<file path="src/rtl/rob_pkg.sv">
// Constants and tag type shared by the ROB, its port arbiter and the test bench.
package rob_pkg;

  localparam int NPORTS   = 4;
  localparam int PORTW    = 2;
  localparam int ROB_SIZE = 16;
  localparam int SWIDTH   = 4;
  localparam int AWIDTH   = 40;
  localparam int DWIDTH   = 32;
  localparam int PWIDTH   = 32;
  localparam int IDWIDTH  = 16;

  typedef struct packed {
    logic [PORTW-1:0]   port;
    logic [IDWIDTH-1:0] id;
  } tag_t;

endpackage

</file>
<file path="src/rtl/rob_rr_arb.sv">
// Round-robin priority picker: first requester at or after ptr wins, unless a stalled grant is locked.
module rob_rr_arb #(
  parameter int NPORTS = 4,
  parameter int PORTW  = 2
) (
  input  logic [NPORTS-1:0] req,
  input  logic [PORTW-1:0]  ptr,
  input  logic              lock,
  input  logic [PORTW-1:0]  locked_port,
  output logic [PORTW-1:0]  grant,
  output logic              any
);

  logic             found;
  logic [PORTW:0]   idx;

  assign any = |req;

  always_comb begin
    grant = ptr;
    found = 1'b0;
    idx   = '0;
    if (lock) begin
      grant = locked_port;
    end else begin
      for (int i = 0; i < NPORTS; i++) begin
        idx = {1'b0, ptr} + (PORTW+1)'(i);
        if (idx >= (PORTW+1)'(NPORTS)) begin
          idx = idx - (PORTW+1)'(NPORTS);
        end
        if (!found && req[idx[PORTW-1:0]]) begin
          grant = idx[PORTW-1:0];
          found = 1'b1;
        end
      end
    end
  end

endmodule

</file>
<file path="src/rtl/rob_port_arb.sv">
// Shares one ROB among NPORTS requesters: round-robin request grant with sequential IDs,
// and a tag FIFO that steers the ROB's in-order responses back to the originating port.
module rob_port_arb
  import rob_pkg::*;
(
  input  logic                     clk,
  input  logic                     rst_,
  input  logic [NPORTS-1:0]        in_req_val,
  input  logic [NPORTS*AWIDTH-1:0] in_req_addr,
  input  logic [NPORTS*PWIDTH-1:0] in_req_param,
  output logic [NPORTS-1:0]        in_req_ready,
  output logic [NPORTS-1:0]        in_rsp_val,
  output logic [DWIDTH-1:0]        in_rsp_data,
  output logic [PWIDTH-1:0]        in_rsp_param,
  input  logic [NPORTS-1:0]        in_rsp_ready,
  output logic                     rob_req_val,
  output logic [AWIDTH-1:0]        rob_req_addr,
  output logic [IDWIDTH-1:0]       rob_req_ID,
  output logic [PWIDTH-1:0]        rob_req_param,
  input  logic                     rob_req_ready,
  input  logic                     rob_rsp_val,
  input  logic [DWIDTH-1:0]        rob_rsp_data,
  input  logic [IDWIDTH-1:0]       rob_rsp_ID,
  input  logic [PWIDTH-1:0]        rob_rsp_param,
  output logic                     rob_rsp_ready,
  output logic [SWIDTH:0]          outstanding,
  output logic                     err
);

  logic [PORTW-1:0]   rr_ptr;
  logic [PORTW-1:0]   locked_port;
  logic [PORTW-1:0]   grant;
  logic               lock;
  logic               any_req;
  logic [IDWIDTH-1:0] id_cnt;
  tag_t               tag_mem [ROB_SIZE];
  logic [SWIDTH-1:0]  wr_ptr;
  logic [SWIDTH-1:0]  rd_ptr;
  logic [SWIDTH:0]    count;
  tag_t               head;
  logic               full;
  logic               empty;
  logic               push;
  logic               pop;

  rob_rr_arb #(
    .NPORTS(NPORTS),
    .PORTW (PORTW)
  ) u_arb (
    .req        (in_req_val),
    .ptr        (rr_ptr),
    .lock       (lock),
    .locked_port(locked_port),
    .grant      (grant),
    .any        (any_req)
  );

  assign full  = (count == (SWIDTH+1)'(ROB_SIZE));
  assign empty = (count == '0);
  assign head  = tag_mem[rd_ptr];

  // Every val/ready output is gated by rst_ so nothing handshakes while reset is held.
  assign rob_req_val   = rst_ & any_req & ~full;
  assign rob_req_addr  = in_req_addr[int'(grant)*AWIDTH +: AWIDTH];
  assign rob_req_param = in_req_param[int'(grant)*PWIDTH +: PWIDTH];
  assign rob_req_ID    = id_cnt;
  assign push          = rob_req_val & rob_req_ready;

  assign rob_rsp_ready = rst_ & (empty ? rob_rsp_val : in_rsp_ready[head.port]);
  assign pop           = rob_rsp_val & rob_rsp_ready & ~empty;
  assign in_rsp_data   = rob_rsp_data;
  assign in_rsp_param  = rob_rsp_param;
  assign outstanding   = count;

  always_comb begin
    in_req_ready = '0;
    in_rsp_val   = '0;
    if (rst_) begin
      in_req_ready[grant]   = rob_req_ready & ~full;
      in_rsp_val[head.port] = rob_rsp_val & ~empty;
    end
  end

  // A stalled grant is pinned until its handshake so the presented fields cannot switch ports.
  always_ff @(posedge clk or negedge rst_) begin
    if (!rst_) begin
      rr_ptr      <= '0;
      id_cnt      <= '0;
      lock        <= 1'b0;
      locked_port <= '0;
      wr_ptr      <= '0;
      rd_ptr      <= '0;
      count       <= '0;
      err         <= 1'b0;
    end else begin
      if (push) begin
        wr_ptr <= wr_ptr + 1'b1;
        id_cnt <= id_cnt + 1'b1;
        rr_ptr <= (grant == PORTW'(NPORTS-1)) ? '0 : grant + 1'b1;
        lock   <= 1'b0;
      end else if (rob_req_val) begin
        lock        <= 1'b1;
        locked_port <= grant;
      end
      if (pop) begin
        rd_ptr <= rd_ptr + 1'b1;
      end
      case ({push, pop})
        2'b10:   count <= count + 1'b1;
        2'b01:   count <= count - 1'b1;
        default: ;
      endcase
      if ((rob_rsp_val & empty) | (pop & (rob_rsp_ID != head.id))) begin
        err <= 1'b1;
      end
    end
  end

  always_ff @(posedge clk) begin
    if (push) begin
      tag_mem[wr_ptr] <= '{port: grant, id: id_cnt};
    end
  end

endmodule
</file>
<file path="config.mk">
export PLATFORM = sky130hd
export DESIGN_NAME = rob_port_arb
export DESIGN_NICKNAME = d
export VERILOG_FILES = /design/src/rtl/rob_pkg.sv /design/src/rtl/rob_rr_arb.sv /design/src/rtl/rob_port_arb.sv
export SDC_FILE = /design/constraint.sdc
export NUM_CORES = 1
export LEC_CHECK = 0
export ABC_AREA = 1
export BUFFER_PORTS_ARGS = -buffer_cell sky130_fd_sc_hd__buf_2
export CAP_MARGIN = 30
export CORE_MARGIN = 2
export CORE_UTILIZATION = 40
export CTS_CLUSTER_SIZE = 28
export DETAILED_ROUTE_END_ITERATION = 12
export PLACE_DENSITY = 0.62
export REMOVE_ABC_BUFFERS = 1
export SLEW_MARGIN = 20
export SYNTH_ARGS = -nofsm -noshare
export SYNTH_HDL_FRONTEND = slang
export SYNTH_SLANG_ARGS = --single-unit
</file>
<file path="constraint.sdc">
create_clock -name clk -period 4.3 [get_ports clk]
set_input_delay 0.43 -clock clk [delete_from_list [all_inputs] [get_ports clk]]
set_output_delay 0.43 -clock clk [all_outputs]
set_load 0.02 [all_outputs]
</file>
# Yosys cells after proc, flatten, opt, wreduce, memory -nomap -nowiden
# Memories as Yosys holds them, arrays and structs flattened.
# Cells that the tools add are included.
# Widths: inputs -> output; s select.
# op_classes
add_sub_neg	13
mul	1
magnitude_cmp	12
eq_ne	5
n_shift	2
mux	42
bitwise	16
n_reduce_logical	13
# op_table
op	count
$shiftx 160x9->40	1
$shiftx 128x8->32	1
$mux 2	14
$lt 2x3->1 const B	6
$mux 1	18
$add 16x1->16 const B	1
$ne 16x16->1	1
$and 1x1->1	10
$bmux 1 s2	5
$pmux 5 s2	1
$ge 3x3->1 const B	3
$add 4x1->4 const B	2
$and 4x4->4	2
$mux 4	2
$sub 2x1->2 const B	4
$add 2x2->3 const B	2
$add 5x1->5 const B	1
$eq 5x5->1 const B	1
$logic_and 1x1->1	5
$logic_not 5->1	1
$mul 2x3->5 const B	1
$sub 5x1->5 const B	1
$demux 1 s2	2
$eq 2x2->1 const B	2
other kinds (11)	17
# word_totals
regBits	35
mem_bits_rw	288
inputBits	380
output_inout_bits	168
elab_cells	113
memories	1
# mem_list
memory	depth	width	read_ports	rd_clocked_by_memory_dff	write_ports	line	text
tag_mem	16	18	1	0	1	rob_port_arb.sv:36	tag_t tag_mem [ROB_SIZE];

# Logic depth before layout (Yosys ltp)
# Gate-level depths: netlist of the first run.
# logic_depth
depth_word	25
depth_mapped	21
depth_no_buf	20

# Modules after synthesis
# Synthesis of the first run repeated with hierarchy kept, for this count alone.
# hier_totals
hier_cells	1859
hier_area_um2	16763.6
# by_module_without_submodules
module	instances	cells_each	area_each_um2	seq_area_each_um2
rob_port_arb	1	1800	16470.8	9524.1
rob_rr_arb	1	59	292.8	0.0

# Least setup slack after synthesis of the first run
# Ideal clock, no wire load.
# synth_timing
path_kind	register to register
startpoint	reg count[0] (netlist: outstanding[0])
endpoint	reg count[4] (netlist: outstanding[4])
setup_ps	131
arrival_ps	2997
required_ps	4169
slack_ps	1172
path_stages_with_launch	15
path_buffers	1
synth_period_minus_slack_ps	3128
path_cell_list	dfrtp_1 -> nor4_1 -> nand2_1 -> nand2_1 -> nor2_1 -> nand2_1 -> buf_1 -> ha_1 -> fa_1 -> a21o_1 -> a21oi_1 -> inv_1 -> a21oi_1 -> o21ai_0 -> xor2_1
# synth_via
elab_cells_between_ends	16
cone_classes	add/sub: 2; eq/ne: 3; mux: 2; bitwise: 7; reduce/logical: 2
# synth_lines
element	line	text
start, declared	rob_port_arb.sv:39	logic [SWIDTH:0] count;
start signal, assigned	rob_port_arb.sv:109	2'b10: count <= count + 1'b1;
start signal, assigned	rob_port_arb.sv:110	2'b01: count <= count - 1'b1;
$eq 5x5->1 *	rob_port_arb.sv:58	assign full = (count == (SWIDTH+1)'(ROB_SIZE));
$not 1->1 *	rob_port_arb.sv:63	assign rob_req_val = rst_ & any_req & ~full;
$and 1x1->1 *	rob_port_arb.sv:63	
net rob_req_val	rob_port_arb.sv:16	output logic rob_req_val,
$and 1x1->1 *	rob_port_arb.sv:67	assign push = rob_req_val & rob_req_ready;
$eq 2x1->1 / $eq 2x2->1 (equally long branches)	rob_port_arb.sv:108	case ({push, pop})
$pmux 5 s2 / $reduce_bool 2->1 (equally long branches)	n/a	
# The timed path passes the listed nets; every way through them passes the cells marked *.
# A chain may end at the register's enable or synchronous reset.

# Final worst setup path of the first run
# layout_timing
startpoint	reg rr_ptr[0]
endpoint	out in_req_ready[0]
# layout_via
elab_chain_len	25
elab_cells_between_ends	51
cone_classes	add/sub: 7; order compare: 6; mux: 30; bitwise: 1; reduce/logical: 7
# layout_rtl
element	line	text
start, declared	rob_port_arb.sv:30	logic [PORTW-1:0] rr_ptr;
start signal, assigned	rob_port_arb.sv:99	rr_ptr <= (grant == PORTW'(NPORTS-1)) ? '0 : grant + 1'b1;
$ge 2x3->1 / $sub 2x1->2 (equally long branches)	rob_rr_arb.sv:28, rob_rr_arb.sv:29	
$mux 2	rob_rr_arb.sv:28	if (idx >= (PORTW+1)'(NPORTS)) begin
$mux 2	rob_rr_arb.sv:23	if (lock) begin
$bmux 1 s2	rob_rr_arb.sv:31	if (!found && req[idx[PORTW-1:0]]) begin
$mux 1 (not written as such)	rob_rr_arb.sv:31	
$mux 1	rob_rr_arb.sv:31	
$mux 1	rob_rr_arb.sv:23	
$logic_not 1->1	rob_rr_arb.sv:31	
[9 not listed]	n/a	
$mux 2 *	rob_rr_arb.sv:31	
$mux 2 *	rob_rr_arb.sv:23	
$lt 2x3->1 (not written as such) / $ge 2x1->1 (equally long branches)	rob_port_arb.sv:79	in_req_ready[grant] = rob_req_ready & ~full;
$logic_and 1x1->1 (not written as such)	rob_port_arb.sv:79	
$mux 1 (not written as such)	rob_port_arb.sv:79	
$demux 1 s2 *	rob_port_arb.sv:79	
$and 4x4->4 (no source line) *	n/a	
$mux 4 *	rob_port_arb.sv:78	if (rst_) begin
end, declared	rob_port_arb.sv:11	output logic [NPORTS-1:0] in_req_ready,
# Every way passes the cells marked *; elsewhere a longest branch is shown, timed or not. The select of a mux whose other input is x is not followed.

==> reports/metrics.cfg, run 1 <==
[clock_network]
cts_htree_levels=1
maximum_buffer_depth_of_the_clock_tree=3
clkTransAtPathRegs_ps=60
cts_resized=0
cts_root_cell=sky130_fd_sc_hd__clkbuf_16
tritoncts=yes
hold_buf_cts=0
sinks_on_the_clock_net=323
numCtsBuffers=31
worstSkewPairLatency_ps=560
post_cts.repair.setup_buffers=0

[sta]
timing.final.crit_share=0.9145
finalSetupViolCount=0
min_period_ps=3932
tightestPinTransition_ps=824.8
setup_repair_after_global_routing_missed_its_margin=no
timing.slew.headroom=0.4502
drv_slew=0
report.final.hold_viol_count=0
fin_worst_skew_ps=9.994
fin_hold_ws_ps=65.66
totalNegativeSetupSlack_ps=0
clock.fmax_ghz=0.2543

[worst_setup_path]
path_buf_inv=3
cp_cell_sequence=nand2_1 > o21ai_2 > inv_1 > o21ai_1 > nand3_1 > o21ai_2 > nand2_4 > nand2_4 > buf_4 > ha_1 > nand2_1 > nor2_1 > buf_2
cp_max_fo=51
cpPeakStageDelay_ps=600
startpoint_to_endpoint_class_of_the_critical_path=flip-flop to output pin
cp_num_cells=13
worst_ep_required_time_ps=3870
critical-path-top-delay-family=simple AND/OR/NAND/NOR gates
critPathSlowestCell=sky130_fd_sc_hd__dfrtp_1
end_kind=output pin
r2r.worst_path.cells=20
worstPathArrival_ps=3500
cp-start-kind=flip-flop

[final_layout]
post_layout_nonfiller_instances=3237
finish.net_count=3005
final_layout_size_suffix_gt1_frac=0.2129
layout.cell_area.non_filler_mm2=0.02197
area.growth.synth_to_final_pct=18.46

[outcome]
status=finished clean

[route]
wirelength_um=63230
drt-wirelength-per-cell_um=19.53
detail_route.first_pass.iterations=5
first_iter_violations=1318
route.detailed.vias_per_inst=5.054
antenna_violating_nets_post_route=0
dr_total_vias=16361
residual_drc=0

[logic_synthesis]
synth_area_mm2=0.01855
synth_area_per_cell_um2=8.079
yosysWarnings=0
count_of_mapped_cells_out_of_synthesis=2296
ys_ff_latch=323
synth.yosys.seq_area_share=0.5135
synthDistinctLibCells=35

[global_route]
antenna_found_initial=8
grt_overflow_total=0
globalRouteTotalUtil=0.2569
pin_count_of_the_biggest_net_entering_global_routing=98
first_pass_grt_wire_length_um=93780
first_global_vias=15655

[power]
power_density_mw_per_mm2=743.1
ir_drop_v=0.0005660
cellLeakagePower_nw=10.90

[placement]
port_buffers=419
dp.final_hpwl_um=45370
gp_congestion=0.8853
postPlaceCellArea_mm2=0.02079
placed_cells=3177

[floorplan]
rows=78
ios=548
die_width_um=219.3
die_h_um=219.3
fp.dieArea_mm2=0.04811
core_mm2=0.04558
initial_utilization=0.4070

[min_path]
hold_removal_path_class=input pin to async pin

[flow_run]
max-cap-violations=0

[final timing paths]
kind / endpoint / slack [ps] / start
max: in_req_ready[0] / 370 / rr_ptr[0]
min: rob_req_ID[12] / 70 / rst_
max reg2reg: outstanding[4] / 630 / rd_ptr[0]
min reg2reg: locked_port[1] / 490 / locked_port[1]
max in group asynchronous: rd_ptr[0] / 3820 / rst_
min in group clk: err / 270 / rob_rsp_val
[worst register-to-register path, cell delays in order (launching register included)]
cell and delay (ps):
sky130_fd_sc_hd__dfrtp_4 560, sky130_fd_sc_hd__clkinv_2 240, sky130_fd_sc_hd__nor2_1 150, sky130_fd_sc_hd__nor2_1 40
sky130_fd_sc_hd__o21ai_0 90, sky130_fd_sc_hd__nand3_1 90, sky130_fd_sc_hd__nand3_1 130, sky130_fd_sc_hd__nand2_1 150
sky130_fd_sc_hd__nand3_1 100, sky130_fd_sc_hd__nand2_1 70, sky130_fd_sc_hd__inv_1 60, sky130_fd_sc_hd__nand3_1 60
sky130_fd_sc_hd__nor2_1 340, sky130_fd_sc_hd__ha_1 390, sky130_fd_sc_hd__ha_1 330, sky130_fd_sc_hd__a21o_1 170
sky130_fd_sc_hd__a21oi_1 140, sky130_fd_sc_hd__inv_1 70, sky130_fd_sc_hd__a21oi_1 110, sky130_fd_sc_hd__o21ai_0 100
sky130_fd_sc_hd__xor2_1 150
[stage by stage]
step	setup slack [ps]	power (mW)	util
2_1_floorplan	-2594	9.893	-
3_3_place_gp	713.3	13.24	0.4557
3_5_place_dp	680.9	13.35	0.4562
4_1_cts	276.2	16.42	0.4820
5_1_grt	1.554	17.40	0.4820
6_report	367.8	16.33	0.4821
[layout make-up]
class / instances / area, µm²
sequential: 323 / 9529
inverter: 376 / 1413
fill: 4366 / 23600
tap: 600 / 750.7
timing repair buffer: 468 / 2526
clock inverter: 19 / 307.8
multi-input combinational: 1410 / 6575
clock buffer: 39 / 865.8
antenna: 2 / 5.005
[layout by cell type (no fill, tap or decap), types with 24 or more instances in the layout]
| cell type | n |
|---|---|
| sky130_fd_sc_hd__buf_2 | 419 |
| sky130_fd_sc_hd__nor2_1 | 74 |
| sky130_fd_sc_hd__inv_1 | 368 |
| sky130_fd_sc_hd__nand3b_1 | 74 |
| sky130_fd_sc_hd__clkbuf_16 | 31 |
| sky130_fd_sc_hd__dfrtp_1 | 33 |
| sky130_fd_sc_hd__nand3_1 | 408 |
| sky130_fd_sc_hd__buf_4 | 43 |
| sky130_fd_sc_hd__edfxtp_1 | 288 |
| sky130_fd_sc_hd__o21ai_0 | 24 |
| sky130_fd_sc_hd__nand2_1 | 715 |
[routing by layer]
metal | vias to the layer above | GRT usage | wire length, µm
li1 | 7878 | - | -
met5 | - | 0.02708 | 202
met1 | 7611 | 0.3308 | 25470
met4 | 14 | 0.06486 | 1563
met3 | 111 | 0.07623 | 5964
met2 | 747 | 0.4199 | 30030
[power breakdown]
part           leakage [nW]  internal (mW)  switching (mW)  total (mW)
clock network         0.577           1.90            1.18        3.08
registers              3.03           3.88           0.302        4.18
logic                  7.29           2.61            6.45        9.06
total                  10.9           8.40            7.93        16.3
[logic make-up after synthesis]
kind of cell / Yosys count / share of synthesized area
xor gates and xnor gates: 23 / 0.01127
adders and majority gates: 15 / 0.01052
buffers and inverters: 563 / 0.1350
and+or+nand+nor: 1309 / 0.3103
DFF: 323 / 0.5135
AOI/OAI and AO/OA: 63 / 0.01943
[Yosys cell counts]
library cell	instances	area [µm²]
sky130_fd_sc_hd__a21o_1	2	15.01
sky130_fd_sc_hd__a21oi_1	4	20.02
sky130_fd_sc_hd__a31oi_1	1	6.260
sky130_fd_sc_hd__buf_1	28	105.1
sky130_fd_sc_hd__buf_2	34	170.2
sky130_fd_sc_hd__buf_4	67	503.0
sky130_fd_sc_hd__buf_6	13	146.4
sky130_fd_sc_hd__clkbuf_1	45	168.9
sky130_fd_sc_hd__clkinv_1	2	7.510
sky130_fd_sc_hd__dfrtp_1	35	875.8
sky130_fd_sc_hd__edfxtp_1	288	8648
sky130_fd_sc_hd__fa_1	1	20.02
sky130_fd_sc_hd__ha_1	14	175.2
sky130_fd_sc_hd__inv_1	368	1381
sky130_fd_sc_hd__inv_2	6	22.52
sky130_fd_sc_hd__nand2_1	716	2688
sky130_fd_sc_hd__nand2_2	1	6.260
sky130_fd_sc_hd__nand2_4	1	11.26
sky130_fd_sc_hd__nand3_1	408	2042
sky130_fd_sc_hd__nand3_2	1	10.01
sky130_fd_sc_hd__nand3b_1	74	555.5
sky130_fd_sc_hd__nand4_1	3	18.77
sky130_fd_sc_hd__nor2_1	90	337.8
sky130_fd_sc_hd__nor2_2	1	6.260
sky130_fd_sc_hd__nor3_1	6	30.03
sky130_fd_sc_hd__nor4_1	4	25.02
sky130_fd_sc_hd__o211ai_1	10	75.07
sky130_fd_sc_hd__o21a_1	1	7.510
sky130_fd_sc_hd__o21ai_0	24	120.1
sky130_fd_sc_hd__o21ai_1	18	90.09
sky130_fd_sc_hd__o21ai_2	3	26.28
sky130_fd_sc_hd__or2_2	4	25.02
sky130_fd_sc_hd__xnor2_1	9	78.83
sky130_fd_sc_hd__xor2_1	13	113.9
sky130_fd_sc_hd__xor2_2	1	16.27
[state kept, by name (all words and copies together) (netlist names)]
| name | count |
|---|---|
| outstanding | 5 |
| rr_ptr | 2 |
| rd_ptr | 4 |
| rob_req_ID | 16 |
| tag_mem | 288 |
| err | 1 |
| wr_ptr | 4 |
| lock | 1 |
| locked_port | 2 |
No activity file was read; power rests on OpenSTA's default activity.
==> run 2, diff against run 1 <==
--- a/config.mk
+++ b/config.mk
@@ -13,7 +13,6 @@
 export CTS_CLUSTER_SIZE = 28
 export DETAILED_ROUTE_END_ITERATION = 12
 export PLACE_DENSITY = 0.62
-export REMOVE_ABC_BUFFERS = 1
 export SLEW_MARGIN = 20
 export SYNTH_ARGS = -nofsm -noshare
 export SYNTH_HDL_FRONTEND = slang
==> constraint.sdc (replaced) <==
create_clock -name clk -period 4.5 [get_ports clk]
set_input_delay 0.45 -clock clk [delete_from_list [all_inputs] [get_ports clk]]
set_output_delay 0.45 -clock clk [all_outputs]
set_load 0.02 [all_outputs]
==> reports/metrics.cfg, run 2 (synthesis gave the netlist of run 1 again) <==
[min_path]
hold_removal_path_class=input pin to async pin

[outcome]
status=finished clean

[worst_setup_path]
cp-start-kind=flip-flop
cp_cell_sequence=xor2_2 > o21ai_2 > nor2_2 > nand3_1 > o21ai_2 > nand2_4 > nand2_4 > buf_4 > nand2_1 > nand3_1 > nand2_1 > buf_2
path_buf_inv=2  ; -1
crit_path_start=rr_ptr[0]
worst_r2r_startpoint=rd_ptr[0]
critical-path-top-delay-family=simple AND/OR/NAND/NOR gates
critPathSlowestCell=sky130_fd_sc_hd__dfrtp_1
end_kind=output pin
worst_ep_required_time_ps=4050  ; +180 ps
worstPathArrival_ps=3620  ; +120 ps
cpPeakStageDelay_ps=590  ; about the same
startpoint_to_endpoint_class_of_the_critical_path=flip-flop to output pin
cp_max_fo=44  ; -14%

[clock_network]
worstSkewPairLatency_ps=520  ; -40 ps
cts_root_cell=sky130_fd_sc_hd__clkbuf_16
sinks_on_the_clock_net=323  ; unchanged
post_cts.repair.setup_buffers=0  ; unchanged
hold_buf_cts=0  ; unchanged
cts_htree_levels=2  ; +1
numCtsBuffers=35  ; +13%
maximum_buffer_depth_of_the_clock_tree=3  ; unchanged
tritoncts=yes
clkTransAtPathRegs_ps=60  ; about the same
cts_resized=0  ; unchanged

[global_route]
antenna_found_initial=16  ; +8
globalRouteTotalUtil=0.2784  ; +0.02151
first_global_vias=15774  ; +0.76%
first_pass_grt_wire_length_um=98350  ; +4.9%
pin_count_of_the_biggest_net_entering_global_routing=145  ; +48%
grt_overflow_total=0  ; unchanged

[sta]
drv_slew=0  ; unchanged
timing.slew.headroom=0.4443  ; -0.005852
fin_hold_ws_ps=31.77  ; -33.90 ps
min_period_ps=4065
totalNegativeSetupSlack_ps=0  ; unchanged
setup_repair_after_global_routing_missed_its_margin=no
fin_worst_skew_ps=23.16  ; +13.17 ps
final_setup_slack_of_the_worst_path_ps=434.6  ; +66.71 ps
clock.fmax_ghz=0.2460
tightestPinTransition_ps=833.5  ; +8.779 ps
report.final.hold_viol_count=0  ; unchanged
timing.final.crit_share=0.9034
finalSetupViolCount=0  ; unchanged

[power]
finalPower_mw=16.14  ; -1.1%
power_density_mw_per_mm2=735.3  ; -1.1%
cellLeakagePower_nw=10.87  ; -0.21%
ir_drop_v=0.0006197  ; +9.5%

[final_layout]
post_layout_nonfiller_instances=3251  ; +0.43%
finish.net_count=3008  ; +0.10%
final_layout_size_suffix_gt1_frac=0.2099  ; -0.002975
layout_commonest_cell=sky130_fd_sc_hd__nand2_1
final_cell_mix=715 x sky130_fd_sc_hd__nand2_1, 419 x sky130_fd_sc_hd__buf_2, 408 x sky130_fd_sc_hd__nand3_1
largest-register=tag_mem
largest_register_ffs=288  ; unchanged
area.growth.synth_to_final_pct=18.35  ; about the same

[floorplan]
ios=548  ; unchanged
die_width_um=219.3  ; unchanged
rows=78  ; unchanged
fp.dieArea_mm2=0.04811  ; unchanged
die_h_um=219.3  ; unchanged
core_mm2=0.04558  ; unchanged
initial_utilization=0.4070  ; unchanged

[placement]
post-place-ws_ps=1042  ; +360.9 ps
dp.final_hpwl_um=50060  ; +10%
placed_cells=3176  ; -0.031%
port_buffers=419  ; unchanged
gp_congestion=0.9987  ; +13%

[route]
drt-wirelength-per-cell_um=21.13  ; +8.2%
detail_route.first_pass.iterations=7  ; +2
route.detailed.vias_per_inst=5.100  ; +0.90%
residual_drc=0  ; unchanged
first_iter_violations=1528  ; +16%
antenna_violating_nets_post_route=0  ; unchanged
wirelength_um=68690  ; +8.6%
dr_total_vias=16579  ; +1.3%

[flow_run]
max-cap-violations=0  ; unchanged

[logic_synthesis]
syn_nets=2691

-- run 2: routing by layer --
| layer | part of all wire | up-vias | global-route usage |
|---|---|---|---|
| li1 | - | 7899 | - |
| met1 | 0.42 | 7757 | 0.3785 |
| met2 | 0.46 | 789 | 0.4379 |
| met3 | 0.082 | 126 | 0.06057 |
| met4 | 0.029 | 8 | 0.09887 |
| met5 | 0.00080 | - | 0 |
-- run 2: worst paths after layout --
check	end	slack (ps)	depth (start not counted)
max in group asynchronous	rd_ptr[0]	4070	2
min in group clk	err	340	5
worst max-delay path	rob_req_addr[19]	430	12
worst min-delay path	outstanding[3]	30	2
worst max register to register	outstanding[4]	1060	19
worst min register to register	locked_port[0]	510	2
-- run 2: power by group --
group          switching [mW]  leakage (nW)  internal [mW]
registers               0.339          3.03           3.71
clock network            1.16         0.562           1.71
logic                    6.72          7.28           2.50
total                    8.22          10.9           7.92
-- run 2: worst reg2reg max path, delay by kind of cell (launching register included) --
family / cells / cell delay (ps)
buffers and inverters: 3 / 560
flip-flops: 1 / 570
XOR/XNOR: 1 / 150
adder cells (fa/ha/maj): 2 / 610
AO/OA/AOI/OAI: 4 / 540
AND/OR/NAND/NOR: 9 / 890
-- run 2: final cells by class --
| class | instances | area [µm²] |
|---|---|---|
| multi-input cells | 1410 | 6575 |
| flip-flops and latches | 323 | 9529 |
| diodes | 12 | 30.03 |
| repair buffers | 467 | 2507 |
| clock buffers | 46 | 937.1 |
| well taps | 600 | 750.7 |
| fillers | 4453 | 23620 |
| inverters | 376 | 1413 |
| clock inverters | 17 | 210.2 |
-- run 2: stage by stage --
step	utilization	instance area, µm²
3_3_place_gp	0.4558	20770
5_1_grt	0.4816	21950
4_1_cts	0.4810	21920
2_1_floorplan	-	18550
6_report	0.4817	21950
3_5_place_dp	0.4558	20770
